$ cat src/rtl/dm_bus_access.sv
// ============================================================================
// dm_bus_access : MEM-stage load/store controller running a req/ack bus cycle
// Revision      : 1.0  initial release
// ============================================================================
`default_nettype none

module dm_bus_access #(
    parameter int TIMEOUT = 15,
    parameter int CNT_W   = 4
) (
    input  logic        clk,
    input  logic        reset,
    input  logic        mem_en,
    input  logic        we,
    input  logic [3:0]  BE,
    input  logic [31:0] addr,
    input  logic [31:0] wdata,
    input  logic [2:0]  ld_type,
    output logic        stall,
    output logic [31:0] rdata,
    output logic        done,
    output logic        addr_err,
    output logic        bus_err,
    output logic        bus_req,
    output logic        bus_we,
    output logic [31:0] bus_addr,
    output logic [3:0]  bus_be,
    output logic [31:0] bus_wdata,
    input  logic        bus_ack,
    input  logic [31:0] bus_rdata
);

    typedef enum logic [1:0] {
        IDLE = 2'd0,
        REQ  = 2'd1,
        DONE = 2'd2
    } state_t;

    localparam logic [CNT_W-1:0] C_CNT_LAST = CNT_W'(TIMEOUT - 1);

    state_t            state_q, state_d;
    logic [CNT_W-1:0]  cnt_q, cnt_d;
    logic              bus_req_q, bus_req_d;
    logic              bus_we_q, bus_we_d;
    logic [31:0]       bus_addr_q, bus_addr_d;
    logic [3:0]        bus_be_q, bus_be_d;
    logic [31:0]       bus_wdata_q, bus_wdata_d;
    logic [31:0]       rdata_q, rdata_d;
    logic              done_q, done_d;
    logic              addr_err_q, addr_err_d;
    logic              bus_err_q, bus_err_d;
    logic [2:0]        ld_type_q, ld_type_d;
    logic [1:0]        off_q, off_d;
    logic              misaligned, start, stall_c;

    // Lane extraction uses the byte offset latched at the start of the access.
    function automatic logic [31:0] extend(input logic [2:0] lt, input logic [1:0] off,
                                           input logic [31:0] w);
        logic [7:0]  b;
        logic [15:0] h;
        b = w[{off, 3'b000} +: 8];
        h = off[1] ? w[31:16] : w[15:0];
        case (lt)
            3'd1:    extend = {{16{h[15]}}, h};
            3'd2:    extend = {16'h0000, h};
            3'd3:    extend = {{24{b[7]}}, b};
            3'd4:    extend = {24'h000000, b};
            default: extend = w;
        endcase
    endfunction

    always_comb begin
        misaligned = 1'b0;
        if (!we) begin
            case (ld_type)
                3'd1, 3'd2: misaligned = addr[0];
                3'd3, 3'd4: misaligned = 1'b0;
                default:    misaligned = (addr[1:0] != 2'b00);
            endcase
        end
        start = mem_en && !(we && (BE == 4'b0000)) && !misaligned;
    end

    always_comb begin
        state_d     = state_q;
        cnt_d       = cnt_q;
        bus_req_d   = bus_req_q;
        bus_we_d    = bus_we_q;
        bus_addr_d  = bus_addr_q;
        bus_be_d    = bus_be_q;
        bus_wdata_d = bus_wdata_q;
        rdata_d     = rdata_q;
        ld_type_d   = ld_type_q;
        off_d       = off_q;
        done_d      = 1'b0;
        addr_err_d  = 1'b0;
        bus_err_d   = 1'b0;
        stall_c     = 1'b0;
        case (state_q)
            IDLE: begin
                if (start) begin
                    state_d     = REQ;
                    cnt_d       = '0;
                    bus_req_d   = 1'b1;
                    bus_we_d    = we;
                    bus_addr_d  = {addr[31:2], 2'b00};
                    bus_be_d    = we ? BE : 4'b1111;
                    bus_wdata_d = wdata;
                    ld_type_d   = ld_type;
                    off_d       = addr[1:0];
                    stall_c     = 1'b1;
                end else if (mem_en && misaligned) begin
                    addr_err_d = 1'b1;
                end
            end
            REQ: begin
                stall_c = 1'b1;
                cnt_d   = cnt_q + CNT_W'(1);
                // An ack arriving on the final allowed cycle still completes normally.
                if (bus_ack) begin
                    state_d   = DONE;
                    bus_req_d = 1'b0;
                    done_d    = 1'b1;
                    rdata_d   = bus_we_q ? 32'h0 : extend(ld_type_q, off_q, bus_rdata);
                end else if (cnt_q == C_CNT_LAST) begin
                    state_d   = DONE;
                    bus_req_d = 1'b0;
                    done_d    = 1'b1;
                    bus_err_d = 1'b1;
                    rdata_d   = 32'h0;
                end
            end
            DONE:    state_d = IDLE;
            default: state_d = IDLE;
        endcase
    end

    always_ff @(posedge clk) begin
        if (reset) begin
            state_q     <= IDLE;
            cnt_q       <= '0;
            bus_req_q   <= 1'b0;
            bus_we_q    <= 1'b0;
            bus_addr_q  <= 32'h0;
            bus_be_q    <= 4'h0;
            bus_wdata_q <= 32'h0;
            rdata_q     <= 32'h0;
            done_q      <= 1'b0;
            addr_err_q  <= 1'b0;
            bus_err_q   <= 1'b0;
            ld_type_q   <= 3'h0;
            off_q       <= 2'h0;
        end else begin
            state_q     <= state_d;
            cnt_q       <= cnt_d;
            bus_req_q   <= bus_req_d;
            bus_we_q    <= bus_we_d;
            bus_addr_q  <= bus_addr_d;
            bus_be_q    <= bus_be_d;
            bus_wdata_q <= bus_wdata_d;
            rdata_q     <= rdata_d;
            done_q      <= done_d;
            addr_err_q  <= addr_err_d;
            bus_err_q   <= bus_err_d;
            ld_type_q   <= ld_type_d;
            off_q       <= off_d;
        end
    end

    assign stall     = stall_c && !reset;
    assign rdata     = rdata_q;
    assign done      = done_q;
    assign addr_err  = addr_err_q;
    assign bus_err   = bus_err_q;
    assign bus_req   = bus_req_q;
    assign bus_we    = bus_we_q;
    assign bus_addr  = bus_addr_q;
    assign bus_be    = bus_be_q;
    assign bus_wdata = bus_wdata_q;

endmodule

`default_nettype wire

$ cat config.mk
export PLATFORM = sky130hd
export DESIGN_NAME = dm_bus_access
export DESIGN_NICKNAME = d
export VERILOG_FILES = /design/src/rtl/dm_bus_access.sv
export SDC_FILE = /design/constraint.sdc
export NUM_CORES = 1
export LEC_CHECK = 0
export BUFFER_PORTS_ARGS = -buffer_cell sky130_fd_sc_hd__buf_2
export CELL_PAD_IN_SITES_DETAIL_PLACEMENT = 0
export CELL_PAD_IN_SITES_GLOBAL_PLACEMENT = 1
export CORE_AREA = 10 10 135 124
export DETAILED_ROUTE_END_ITERATION = 10
export DIE_AREA = 0 0 145 134
export PLACE_DENSITY_LB_ADDON = 0.05
export SLEW_MARGIN = 20
export SYNTH_ARGS = -nofsm -noshare
export SYNTH_HDL_FRONTEND = slang
export SYNTH_SLANG_ARGS = --single-unit
export TNS_END_PERCENT = 1
$ cat constraint.sdc
create_clock -name clk -period 4.7 [get_ports clk]
set_input_delay 0.94 -clock clk [delete_from_list [all_inputs] [get_ports clk]]
set_output_delay 0.94 -clock clk [all_outputs]
set_load 0.02 [all_outputs]
Word level (Yosys, flattened, before mapping)
Cells that the tools add are included.

operators by class
  add/sub/neg operators = 1
  eq/ne operators = 12
  shift-type cells = 1
  multiplexer cells = 23
  bitwise operators = 2
  reductions and logical operators = 23

operator list
  cell                   count
  $pmux W32 S4           1
  $mux W32               3
  $shiftx A32 B6 Y8      1
  $mux W16               1
  $eq A3 B2 Y1 const B   4
  $mux W1                8
  $mux W4                2
  $pmux W4 S2            1
  $reduce_and A2 Y1      4
  $eq A3 B1 Y1 const B   2
  $eq A3 B3 Y1 const B   2
  $mux W2                3
  $pmux W1 S2            3
  $reduce_bool A2 Y1     3
  $reduce_or A2 Y1       3
  $reduce_or A3 Y1       2
  $logic_and A1 B1 Y1    5
  $add A4 B1 Y4 const B  1
  $eq A4 B4 Y1 const B   1
  $logic_not A4 Y1       1
  $pmux W2 S2            1
  $logic_not A1 Y1       3
  $ne A3 B3 Y1 const B   1
  $reduce_and A3 Y1      1
  4 further kinds        5

word-level totals
  register bits after elaboration = 114
  bits of input ports = 108
  output and inout bits = 106
  logic and storage cells = 75

Longest topological paths before layout
  depth after elaboration = 9
  gate-level depth with buffers = 8
  mapped depth without buffers = 7

Least setup slack after synthesis
Ideal clock, no wire load.

  path kind = input to output
  start point = input port ld_type[1]
  end point = output port stall
  data arrival time = 2.253 ns
  required time = 3.760 ns
  setup slack = 1.507 ns
  cell stages on the path = 5
  buffers on the path = 0
  cells stage by stage = inv_1 maj3_2 o21ai_2 nand2_1 a211oi_1

on the way
  cells in the longest elaborated chain, start to end = 9
  elaborated cells between the ends (all ways) = 13
  classes of those cells = eq/ne: 4; mux: 4; reduce/logical: 5

RTL lines
  what                                  RTL line  source
  from (decl)                           18        input logic [2:0] ld_type,
  $eq A3 B2 Y1 (tied with other cells)  75        case (ld_type)
  $reduce_or A2 Y1                      75
  $pmux W1 S2 *                         75
  $mux W1 *                             74        if (!we) begin
  $logic_not A1 Y1 *                    81        start = mem_en && !(we && (BE == 4'b0000)) && !misaligned;
  $logic_and A1 B1 Y1 *                 81
  $mux W1 *                             101       if (start) begin
  $pmux W1 S2 *                         99        case (state_q)
  $logic_and A1 B1 Y1 *                 170       assign stall = stall_c && !reset;
  to (decl)                             19        output logic stall,

Mark *: on every way between the ends. The rest lies on a longest branch, timed or not.

Final worst setup path
Ends and elaborated chain as after synthesis.

==> reports/summary.md <==
The smallest clock period supported by the final layout is computed as 3.081 ns. For the final layout net count, the log shows 881. The via count of the first global-routing pass is 5063, and the register area share after synthesis is 46.46%.

Post-CTS repair changed the size of 0 cells. In this run, synthesis produced a sequential element count of 114. The HPWL after detailed placement came out at 12020 microns. The number of max-cap violations is 0, and the data required time of the worst path is 3.76 ns. For the cell count after synthesis, the log shows 592. The biggest area contributor in the post-synthesis netlist is dfxtp_1. The longest clock path from root to sink contains 2 buffers. The count of pins over their slew limit is 0. The core footprint is 13900 sq um.

The tools report the initial cell density of the core as 35.33%. Headroom to the max-slew limit came out at 36.15%. In the global route stage, overall resource usage came out at 17.17%. Die height: 134 microns. The routed layout has 5025 vias. In the post-synthesis netlist, the biggest area contributors are dfxtp_1 46%, o21ai_0 8.7%, a21oi_1 8.0%. Leakage power: 2.820 nW. In this run the clock root is driven by a clkbuf_16.

Summed over all layers, the routed wires come to 17190 microns. The average instance in the mapped netlist occupies 8.298 sq um. The critical path in this run is classified as primary input to primary output. The tools report the number of antenna violations at the first check in global routing as 5.

The number of vias per cell works out to 5.143. The die is 145 microns wide. The overall die area was 19430 sq um.

The flow ran to the end, and the final reports show no timing, DRC or antenna violations. The final setup slack of the worst path came out at 1.619 ns. The tools report the element type at the critical path start as a primary input. The count of buffers from port buffering is 211, and the largest voltage drop on the vdd net is 0.0003014 V. Post-CTS timing repair inserted 0 buffers for setup.

214 I/O pins were placed. The later pin in the worst-skew pair is clocked with a latency of 0.42 ns. The biggest fanout along the worst timing path is 3, and the number of different library cells in the post-synthesis netlist is 54. The top cell types in the final layout, fill and taps aside, are 211 x buf_2, 114 x dfxtp_1, 85 x o21ai_0. STA classifies the critical path endpoint as a primary output. After routing, the total negative slack on setup checks comes to 0 ns. The tools report the quantity of hold-fixing buffers added after cts as 0.

Prior to clock tree synthesis, the placed netlist has a worst setup slack of 1.554 ns. In the finished design, the share of the clock period the worst path needs comes to 65.55%. The total overflow left after global routing is 0. Entering global routing, the biggest net connects 79 pins.

The count of final setup violators is 0, and the synthesis warning total is 0. Excluding fillers, the count of instances in the completed layout stands at 977. For the final clock skew, the log shows 0.009584 ns.

For the number of optimization iterations in the first detailed-route pass, the log shows 5. Clock-pin slew was measured on the worst setup and hold paths at 0.05 ns. The first global-routing pass estimated 27250 microns of wire. The count of nets left with antenna violations once routing finished came out at 0. Leaving out fill and tap cells, the most frequent cell in the layout is buf_2. The transition time at the pin with the least slew margin was 0.9564 ns; the arrival time reported for the critical path endpoint was 2.14 ns.

Final number of hold-violating endpoints: 0. The type of the worst min-delay path was register to register. TritonCTS built the clock tree.

Buffers inserted during clock tree synthesis total 17. Of the cells placed in the final design, the portion with a size suffix greater than 1 is 33.67%. The tools report the total placed cells including tap cells as 945.

The floorplan has 41 rows. The average wire per cell in the routed design works out to 17.59 microns. In this run the biggest area consumer among cell types represents 46.46% of the synthesized area. The global placement routability congestion came out at 0.7786.

For this design, the sink count on the clock tree is 114. After detailed routing, the number of remaining DRC violations is 0. The tools report the area of the mapped netlist as 4912 sq um.

Derived from the worst setup path, the maximum achievable clock frequency is 0.3246 GHz. Dividing total power by cell area gives a power density of 408.0 nW/um^2. Count of routing violations after the opening detailed-route iteration: 311.

The area growth from synthesis to final layout is 33.32%. In this run the number of H-tree levels came out at 4. Setup repair after global routing left no endpoint under its margin.
## final cells by class
cell class / instances / area (sq um)
Fill cell: 1391 / 7353
Multi-Input combinational cell: 414 / 2355
Sequential cell: 114 / 2282
Timing Repair Buffer: 216 / 1094
Clock buffer: 24 / 511.7
Tap cell: 193 / 241.5
Inverter: 8 / 30.03
Clock inverter: 5 / 27.53
Antenna cell: 3 / 7.507
## cell usage after synthesis, drive strengths merged
master	count
inv	8
dfxtp	114
a31oi	3
and2	1
nand3b	1
nor2	33
nor2b	1
nor3	15
nor4b	1
a221oi	1
nand4	1
and4b	1
nor4	2
a211o	7
o22ai	1
mux2	2
o32ai	1
a21oi	80
mux2i	9
o21a	2
or4	1
maj3	1
a311o	1
o21bai	7
or3	2
ha	2
xor2	1
xnor2	4
a211oi	10
o21ai	97
nand2	35
a32o	7
nand2b	3
a31o	2
o2bb2ai	1
a311oi	4
buf	18
clkbuf	39
nand3	72
conb	1
## flip-flops by register name (all words and copies together) (netlist names), 2 cells and up
register	count
ld_type_q	3
bus_addr	30
cnt_q	4
bus_be	4
off_q	2
bus_wdata	32
state_q	2
rdata	32
## stage by stage
| step | hold WS, ns | util (%) | instance area (sq um) | power, W |
|---|---|---|---|---|
| detailed placement | 0.4378 | 43.10 | 5992 | 0.001519 |
| global route | 0.4619 | 47.07 | 6544 | 0.002798 |
| global placement | 0.4274 | 43.10 | 5992 | 0.001513 |
| CTS | 0.4444 | 46.98 | 6531 | 0.002697 |
| finish | 0.4405 | 47.11 | 6549 | 0.002672 |
| floorplan | 0.4497 | - | 4916 | 0.001355 |
## worst paths after layout
| check | slack (ns) | cells after the start | to | startpoint |
|---|---|---|---|---|
| max | 1.62 | 7 | stall | ld_type[1] |
| min | 0.44 | 2 | rdata[25]$_SDFFE_PP0P_ | rdata[25]$_SDFFE_PP0P_ |
| max reg2reg | 2.15 | 5 | rdata[6]$_SDFFE_PP0P_ | ld_type_q[1]$_SDFFE_PP0P_ |
| min reg2reg | 0.44 | 2 | rdata[25]$_SDFFE_PP0P_ | rdata[25]$_SDFFE_PP0P_ |
## critical path, stage by stage
cell and delay, ns:
buf_2 0.09, inv_1 0.05, maj3_2 0.35, o21ai_4 0.15, nand2_1 0.13, a211oi_1 0.23
buf_2 0.20
## routing by layer
| metal | up-vias | track usage (%) | wire (microns) |
|---|---|---|---|
| met1 | 2339 | 21.02 | 7675 |
| met3 | 22 | 7.767 | 1600 |
| met5 | - | 0 | 13 |
| li1 | 2486 | - | - |
| met4 | 2 | 6.916 | 257 |
| met2 | 176 | 25.69 | 7641 |
## power breakdown
group,internal (W),switching [W]
Combinational,0.000149,0.000281
Clock,0.000743,0.000431
Sequential,0.00103,0.0000411
Total,0.00192,0.000753
## logic make-up (layout without fill, tap and decap cells)
family                   after synthesis  in the layout  share of synthesized area, %
XOR/XNOR                               5              5                         1.045
AO/OA/AOI/OAI                        224            224                         26.39
adder cells (fa/ha/maj)                3              3                        0.7386
AND/OR/NAND/NOR                      169            169                         16.86
buffers and inverters                 65            253                         6.138
multiplexers                          11             11                         2.292
flip-flops                           114            114                         46.46
other                                  1              5                       0.07634
No activity file was read; power rests on OpenSTA's default activity.
